File: config.mk
export PLATFORM = sky130hd
export DESIGN_NAME = testport_write_monitor
export DESIGN_NICKNAME = d
export VERILOG_FILES = /design/src/rtl/testport_write_monitor.sv
export SDC_FILE = /design/constraint.sdc
export NUM_CORES = 1
export LEC_CHECK = 0
export ABC_AREA = 1
export BUFFER_PORTS_ARGS = -buffer_cell sky130_fd_sc_hd__buf_2
export CAP_MARGIN = 20
export CORE_ASPECT_RATIO = 1.2
export CORE_MARGIN = 5
export CORE_UTILIZATION = 45
export CTS_CLUSTER_DIAMETER = 100
export CTS_CLUSTER_SIZE = 20
export DETAILED_ROUTE_END_ITERATION = 10
export PLACE_DENSITY_LB_ADDON = 0.05
export SLEW_MARGIN = 30
export SYNTH_ARGS = -nofsm -noshare
export SYNTH_HDL_FRONTEND = slang
export SYNTH_SLANG_ARGS = --single-unit
File: constraint.sdc
create_clock -name clk -period 3 [get_ports clk]
set_input_delay 0.15 -clock clk [delete_from_list [all_inputs] [get_ports clk]]
set_output_delay 0.15 -clock clk [all_outputs]
set_load 0.03 [all_outputs]
File: src/rtl/testport_write_monitor.sv
`default_nettype none
// ============================================================================
// Module   : testport_write_monitor
// Brief    : Captures CPU stores to the test port, collapses stalled writes
//            into single events, byte-swaps them into readable order, frames
//            the stream with begin/end symbols and queues the words for the
//            result checker over a valid/ready interface.
// Revision : 1.0 - initial release
// ============================================================================
module testport_write_monitor #(
   parameter logic [29:0] TEST_PORT    = 30'h10,
   parameter logic [31:0] BEGIN_SYMBOL = 32'h00000168,
   parameter logic [31:0] END_SYMBOL   = 32'hFFFFFD5D,
   parameter int          DEPTH        = 4
) (
   input  logic        clk,
   input  logic        rst,
   input  logic [29:0] addr,
   input  logic [31:0] data,
   input  logic        wen,
   output logic        out_valid,
   input  logic        out_ready,
   output logic [31:0] out_data,
   output logic        out_last,
   output logic        armed,
   output logic        done,
   output logic [7:0]  word_count,
   output logic        overflow
);

   localparam int AW = $clog2(DEPTH);

   typedef enum logic [1:0] {
      S_IDLE  = 2'd0,
      S_ARMED = 2'd1,
      S_DONE  = 2'd2
   } state_t;

   state_t          state_q, state_d;
   logic            wen_q;
   logic [AW-1:0]   wr_ptr_q, wr_ptr_d;
   logic [AW-1:0]   rd_ptr_q, rd_ptr_d;
   logic [AW:0]     count_q, count_d;
   logic [7:0]      word_count_q, word_count_d;
   logic            overflow_q, overflow_d;
   logic [32:0]     mem_q [DEPTH];

   logic [31:0]     swapped;
   logic            is_last;
   logic            wr_event;
   logic            push_req;
   logic            push_ok;
   logic            pop;
   logic            clr_count;
   logic [32:0]     head;

   // Bus data is little-endian; the checker wants the most significant byte first.
   assign swapped  = {data[7:0], data[15:8], data[23:16], data[31:24]};
   assign is_last  = (swapped == END_SYMBOL);
   // Only the rising edge of wen counts, so a write held through a stall is one event.
   assign wr_event = wen & ~wen_q & (addr == TEST_PORT);

   // Registers the FSM state and the previous write enable.
   always_ff @(posedge clk or negedge rst) begin
      if (!rst) begin
         state_q <= S_IDLE;
         wen_q   <= 1'b0;
      end else begin
         state_q <= state_d;
         wen_q   <= wen;
      end
   end

   // Framing FSM: arm on the begin word, queue data while armed, stop after the end word.
   always_comb begin
      state_d   = state_q;
      push_req  = 1'b0;
      clr_count = 1'b0;
      case (state_q)
         S_IDLE: begin
            if (wr_event && (swapped == BEGIN_SYMBOL)) begin
               state_d   = S_ARMED;
               clr_count = 1'b1;
            end
         end
         S_ARMED: begin
            if (wr_event) begin
               push_req = 1'b1;
               if (is_last) begin
                  state_d = S_DONE;
               end
            end
         end
         S_DONE: begin
            state_d = S_DONE;
         end
         default: begin
            state_d = S_IDLE;
         end
      endcase
   end

   // A full FIFO (MSB of count set) still accepts a word when the head leaves in the same cycle.
   assign pop     = (count_q != '0) & out_ready;
   assign push_ok = push_req & (~count_q[AW] | pop);

   // Next-state logic for FIFO pointers, occupancy and capture statistics.
   always_comb begin
      wr_ptr_d     = wr_ptr_q;
      rd_ptr_d     = rd_ptr_q;
      count_d      = count_q;
      word_count_d = word_count_q;
      overflow_d   = overflow_q;
      if (push_ok) begin
         wr_ptr_d = wr_ptr_q + 1'b1;
      end
      if (pop) begin
         rd_ptr_d = rd_ptr_q + 1'b1;
      end
      case ({push_ok, pop})
         2'b10:   count_d = count_q + 1'b1;
         2'b01:   count_d = count_q - 1'b1;
         default: count_d = count_q;
      endcase
      if (push_req && !push_ok) begin
         overflow_d = 1'b1;
      end
      if (clr_count) begin
         word_count_d = 8'd0;
      end else if (push_ok && (word_count_q != 8'hFF)) begin
         word_count_d = word_count_q + 8'd1;
      end
   end

   // Registers FIFO control and capture statistics.
   always_ff @(posedge clk or negedge rst) begin
      if (!rst) begin
         wr_ptr_q     <= '0;
         rd_ptr_q     <= '0;
         count_q      <= '0;
         word_count_q <= 8'd0;
         overflow_q   <= 1'b0;
      end else begin
         wr_ptr_q     <= wr_ptr_d;
         rd_ptr_q     <= rd_ptr_d;
         count_q      <= count_d;
         word_count_q <= word_count_d;
         overflow_q   <= overflow_d;
      end
   end

   // FIFO storage; contents are only observed through count, so no reset is needed.
   always_ff @(posedge clk) begin
      if (push_ok) begin
         mem_q[wr_ptr_q] <= {is_last, swapped};
      end
   end

   // The head is forced to zero while empty so the outputs read zero out of reset.
   assign head       = (count_q != '0) ? mem_q[rd_ptr_q] : 33'd0;
   assign out_valid  = (count_q != '0);
   assign out_data   = head[31:0];
   assign out_last   = head[32];
   assign armed      = (state_q == S_ARMED);
   assign done       = (state_q == S_DONE);
   assign word_count = word_count_q;
   assign overflow   = overflow_q;

endmodule
`default_nettype wire
---- Word level (Yosys, flattened, before mapping) ----
Memory sizes are Yosys's and may differ from the RTL's.
Index checks and enable logic that the tools add are counted.
word-level totals
  register bits after elaboration ......... 19
  memory bits (writable) .................. 132
  input port bits ......................... 66
  output and inout bits ................... 45
  word-level logic and storage cells ...... 54
  memories kept ........................... 1
memory list
  memory  depth  bits a word  read ports  clocked after Yosys merged registers in  write ports  RTL line  RTL
  mem_q   4      33           1           0                                        1            46        logic [32:0] mem_q [DEPTH];
operators by class
  $add $sub $neg .......................... 5
  eq/ne operators ......................... 11
  muxes and demuxes ....................... 14
  bitwise logic cells ..................... 7
  reductions and logical operators ........ 9
operators with widths
  operator                                              count
  two-way mux 33 bit                                    1
  equality test 32 bit, second input constant           1
  equality test 32 x 9 -> 1 bit, second input constant  1
  equality test 30 x 5 -> 1 bit, second input constant  1
  two-way mux 8 bit                                     2
  adder 8 x 1 -> 8 bit, second input constant           1
  != test 8 bit, second input constant                  1
  two-way mux 1 bit                                     6
  two-way mux 2 bit                                     3
  one-hot mux 2 bit (3 select lines)                    1
  one-hot mux 3 bit (2 select lines)                    1
  adder 2 x 1 -> 2 bit, second input constant           2
  AND 1 bit                                             4
  equality test 2 x 1 -> 1 bit, second input constant   2
  equality test 2 bit, second input constant            2
  != test 2 x 1 -> 1 bit, second input constant         2
  nonzero test 2 bit                                    2
  adder 3 x 1 -> 3 bit, second input constant           1
  logical AND 1 bit                                     3
  AND reduction 3 bit                                   1
  nonzero test 3 bit                                    1
  subtractor 3 x 1 -> 3 bit, second input constant      1
  logical NOT 2 bit                                     1
  != test 2 bit, second input constant                  1
  other kinds (3)                                       4

---- Depth between registers and ports, before layout ----
  depth after elaboration ................. 9
  mapped depth ............................ 13
  mapped depth without buffers ............ 13

---- Worst setup path before layout ----
Ideal clock, no wire load.
  kind .................................... register to register
  from .................................... register state_q[1]
  to ...................................... memory mem_q[0][0], enable pin
  library setup time ...................... 0.423 ns
  data arrival time ....................... 2.619 ns
  data required time ...................... 2.577 ns
  slack ................................... -0.043 ns
  stages on the path, launching flop included .. 5
  buffers on the path ..................... 0
  period minus slack after synthesis ...... 3.043 ns
  cells stage by stage .................... dfrtp_1 > inv_1 > ha_1 > nand3_2 > nor2_1
between the ends
  cells in the longest elaborated chain, start to end .. 5
ends and longest elaborated chain
  item                                     RTL line  RTL
  start, declared                          39        state_t state_q, state_d;
  start signal, assigned                   69        state_q <= state_d;
  equality test 2 x 1 -> 1 bit             -
  net armed                                25        output logic armed,
  two-way mux 1 bit                        79        case (state_q)
  AND 1 bit                                105       assign push_ok = push_req & (~count_q[AW] | pop);
  two-way mux 1 bit                        154       if (push_ok) begin
  two-way mux 1 bit (implied by the code)  155       mem_q[wr_ptr_q] <= {is_last, swapped};
  end, declared                            46
The timed path passes the listed nets, and every way through them passes these cells.

---- Worst setup path in the final report ----
  from .................................... register rd_ptr_q[0]
  to ...................................... output out_data[3]
between the ends
  cells in the longest elaborated chain, start to end .. 2
ends and longest elaborated chain
  item                      RTL line  RTL
  start, declared           42        logic [AW-1:0] rd_ptr_q, rd_ptr_d;
  start signal, assigned    145       rd_ptr_q <= rd_ptr_d;
  memory read (4 x 33 bit)  -
  two-way mux 33 bit        160       assign head = (count_q != '0) ? mem_q[rd_ptr_q] : 33'd0;
  end, declared             23        output logic [31:0] out_data,
No other way between the ends.

==> results.cfg <==
[status]
status = completed

[setup_path]
r2r_start = count_q[1]$_DFFE_PN0P_
critPathKind = reg -> out
critPathLaunchType = register
reg2reg_to = count_q[2]$_DFFE_PN0P_
worstSetupEndpointType = primary output
cp_data_arrival_time_ps = 2430
critPathRequiredTime_ps = 2850
cp_max_fo = 39
reg2regPathDepth = 11
rrSetupSlack_ps = 750

[route]
ant_nets = 0
via_per_inst = 5.00
top_layer_used = met4
drcViolationCount = 0
wl_met2_um = 7840
wl_per_cell_um = 16.2
firstDrtPassIters = 5
drt-met1-wl_um = 6910
drt_wl_total_um = 16000
via_count = 4931
routed-wl-met3_um = 935
drtIter0Drc = 415

[synthesis]
synth-edff-count = 132
ys.flop_type = edfxtp_1
syn_avg_cell_area_sq_um = 10.6
ys_seq_elements = 151
netlist_instances = 629
synth_area_leaders = edfxtp_1, nor2_1, dfrtp_1
synth_top_area_share_pct = 59.4
yosysWarnings = 0
ys_types = 28
syn_area_sq_um = 6670
async_flop_share_pct = 12.6
synth_top_cell_by_area = edfxtp_1
syn-num-nets = 706
yosysSeqAreaShare_pct = 66.6

[sta]
setup_viol = 0
slew_viol_final = 0
grt_setup_unrepaired = false
fin_ws_ps = 417
fin_crit_ps = 2580
relSlewSlack_pct = 51.0
finalHoldViolations = 0
worstMarginPinSlew_ps = 734
maxClockFrequency_mhz = 387
skew_ps = 5.66
period_share_pct = 86.1

[global_route]
globalRouteOverflowTotal = 0
grt_max_degree = 47
grtUsageTotal_pct = 19.4
grt_pass1_wl_um = 25800
grt_pass1_vias = 5016
antenna_found_initial = 0

[clock_network]
clkLatencyLatePin_ps = 420
cts.reportedPaths.clkPinSlew_ps = 60
cts_max_path_buffers = 2
cts_sinks = 151
cts_buffers = 17
post_cts_resized = 0
post-cts-setup-buffer-count = 0
cts_tree = yes
h-tree-depth = 4
cts_root_buf = clkbuf_16

[placed_design]
portBuffers = 110
dpl_worst_slack_ps = 749
dp_hpwl_um = 10200
gp_congestion = 0.743

[power_and_ir_drop]
pwr-share-seq_pct = 33.2
p_sw_mw = 2.78
clkPwrFrac_pct = 29.8
p_sw_share_pct = 38.2
ir_worst_vdd_uv = 358
p_leak_nw = 3.25
totalPowerFinal_mw = 7.26
power_frac_comb_pct = 37.0
power_density_nw_per_um2 = 867
intPower_mw = 4.48

[floorplan]
boundaryPins = 111
die_h_um = 143
die_area_sq_um = 17400
die_x_um = 121
coreArea_sq_um = 14500
fp-row-count = 48
start_util_pct = 46.1

[layout]
layout_common_cells = nor2_1, edfxtp_1, buf_2
syn2layout_area_growth_pct = 25.5
final_common_cell = nor2_1
drive_gt1_share_pct = 21.4
final_nets = 851
n_antenna_cell = 0
num-fill-cells = 1245
finish.utilization_pct = 57.8

[hold_path]
hold_start = data[22]
hold_class = in -> reg
worst_hold_path.num_cells = 1
whs_endpoint = mem_q[1][14]$_DFFE_PP_

[job]
cap_violations = 0
==> cell usage after synthesis (2+ instances only) <==
cell type / count
nor2_1: 206
edfxtp_1: 132
nand2_1: 56
o21ai_1: 38
a21oi_1: 34
o21ai_0: 32
inv_1: 22
dfrtp_1: 19
nand3_1: 19
clkbuf_1: 12
buf_2: 10
ha_1: 10
nand4_1: 7
xor2_1: 6
inv_2: 5
xnor2_1: 4
buf_1: 3
nand3_2: 3
nand3b_1: 2
==> state kept, by name (all words and copies together) (netlist names) <==
register    flops
count_q         3
wen_q           1
overflow        1
word_count      8
mem_q         132
rd_ptr_q        2
wr_ptr_q        2
state_q         2
==> per-layer routing <==
metal	up-vias	GRT usage, %
met5	-	0
met4	0	7.08
met3	22	4.84
met2	139	33.0
met1	2337	24.3
li1	2433	-
==> what timing repair did <==
item,4_1_cts,5_1_grt
endpoints found under the hold margin,128,0
hold buffers,29,0
endpoints found under the setup margin,0,0
==> cell type report <==
class	instances	area, sq um	share of cell area, %
repair buffers	152	963	11.5
clock buffers	19	433	5.17
inverters	27	101	1.21
flip-flops and latches	151	4440	53.1
well taps	200	250	2.99
multi-input cells	425	2020	24.2
clock inverters	12	159	1.90
==> critical path, cell delays in order, from the launching register on <==
cell,delay [ps]
dfrtp_2,750
buf_4,510
nor2_1,100
nor2_1,90
o21ai_0,80
a21oi_1,230
buf_2,240
==> through the flow <==
step / hold WS [ps] / TNS, ps / std cells / cell area, sq um
2_1_floorplan: -146 / -5620 / 629 / 6670
3_3_place_gp: 134 / 0 / 926 / 7490
3_5_place_dp: 133 / 0 / 926 / 7490
4_1_cts: 9.17 / 0 / 986 / 8370
5_1_grt: 10.3 / 0 / 986 / 8370
6_report: 13.4 / 0 / 986 / 8370
==> power groups by stage <==
stage,clock (mW),combinational [mW],sequential (mW)
2_1_floorplan,0,1.94,2.38
3_3_place_gp,0,2.66,2.45
3_5_place_dp,0,2.69,2.45
4_1_cts,2.19,2.73,2.41
5_1_grt,2.29,2.96,2.41
6_report,2.16,2.69,2.41
==> worst max-delay path by stage <==
| stage | start | end | slack, ps |
|---|---|---|---|
| 4_1_cts | rd_ptr_q[0]$_DFFE_PN0P_ | out_last | 360 |
| 3_5_place_dp | count_q[1]$_DFFE_PN0P_ | count_q[2]$_DFFE_PN0P_ | 750 |
| 6_report | rd_ptr_q[0]$_DFFE_PN0P_ | out_data[3] | 420 |
| 3_3_place_gp | wen_q$_DFF_PN0_ | count_q[1]$_DFFE_PN0P_ | 840 |
| 5_1_grt | rd_ptr_q[0]$_DFFE_PN0P_ | out_data[13] | 200 |
| 2_1_floorplan | state_q[1]$_DFFE_PN0P_ | mem_q[0][0]$_DFFE_PP_ | -40 |
==> cells by family (layout without fill, tap and decap cells) <==
family / Yosys count / in the layout / synth area share (%)
buf+inv: 53 / 210 / 3.28
compound gates: 105 / 105 / 7.92
xor+xnor: 10 / 10 / 1.31
fa+ha+maj: 11 / 11 / 2.18
flops: 151 / 151 / 66.6
simple gates: 299 / 299 / 18.8
No activity file was read; power rests on OpenSTA's default activity.
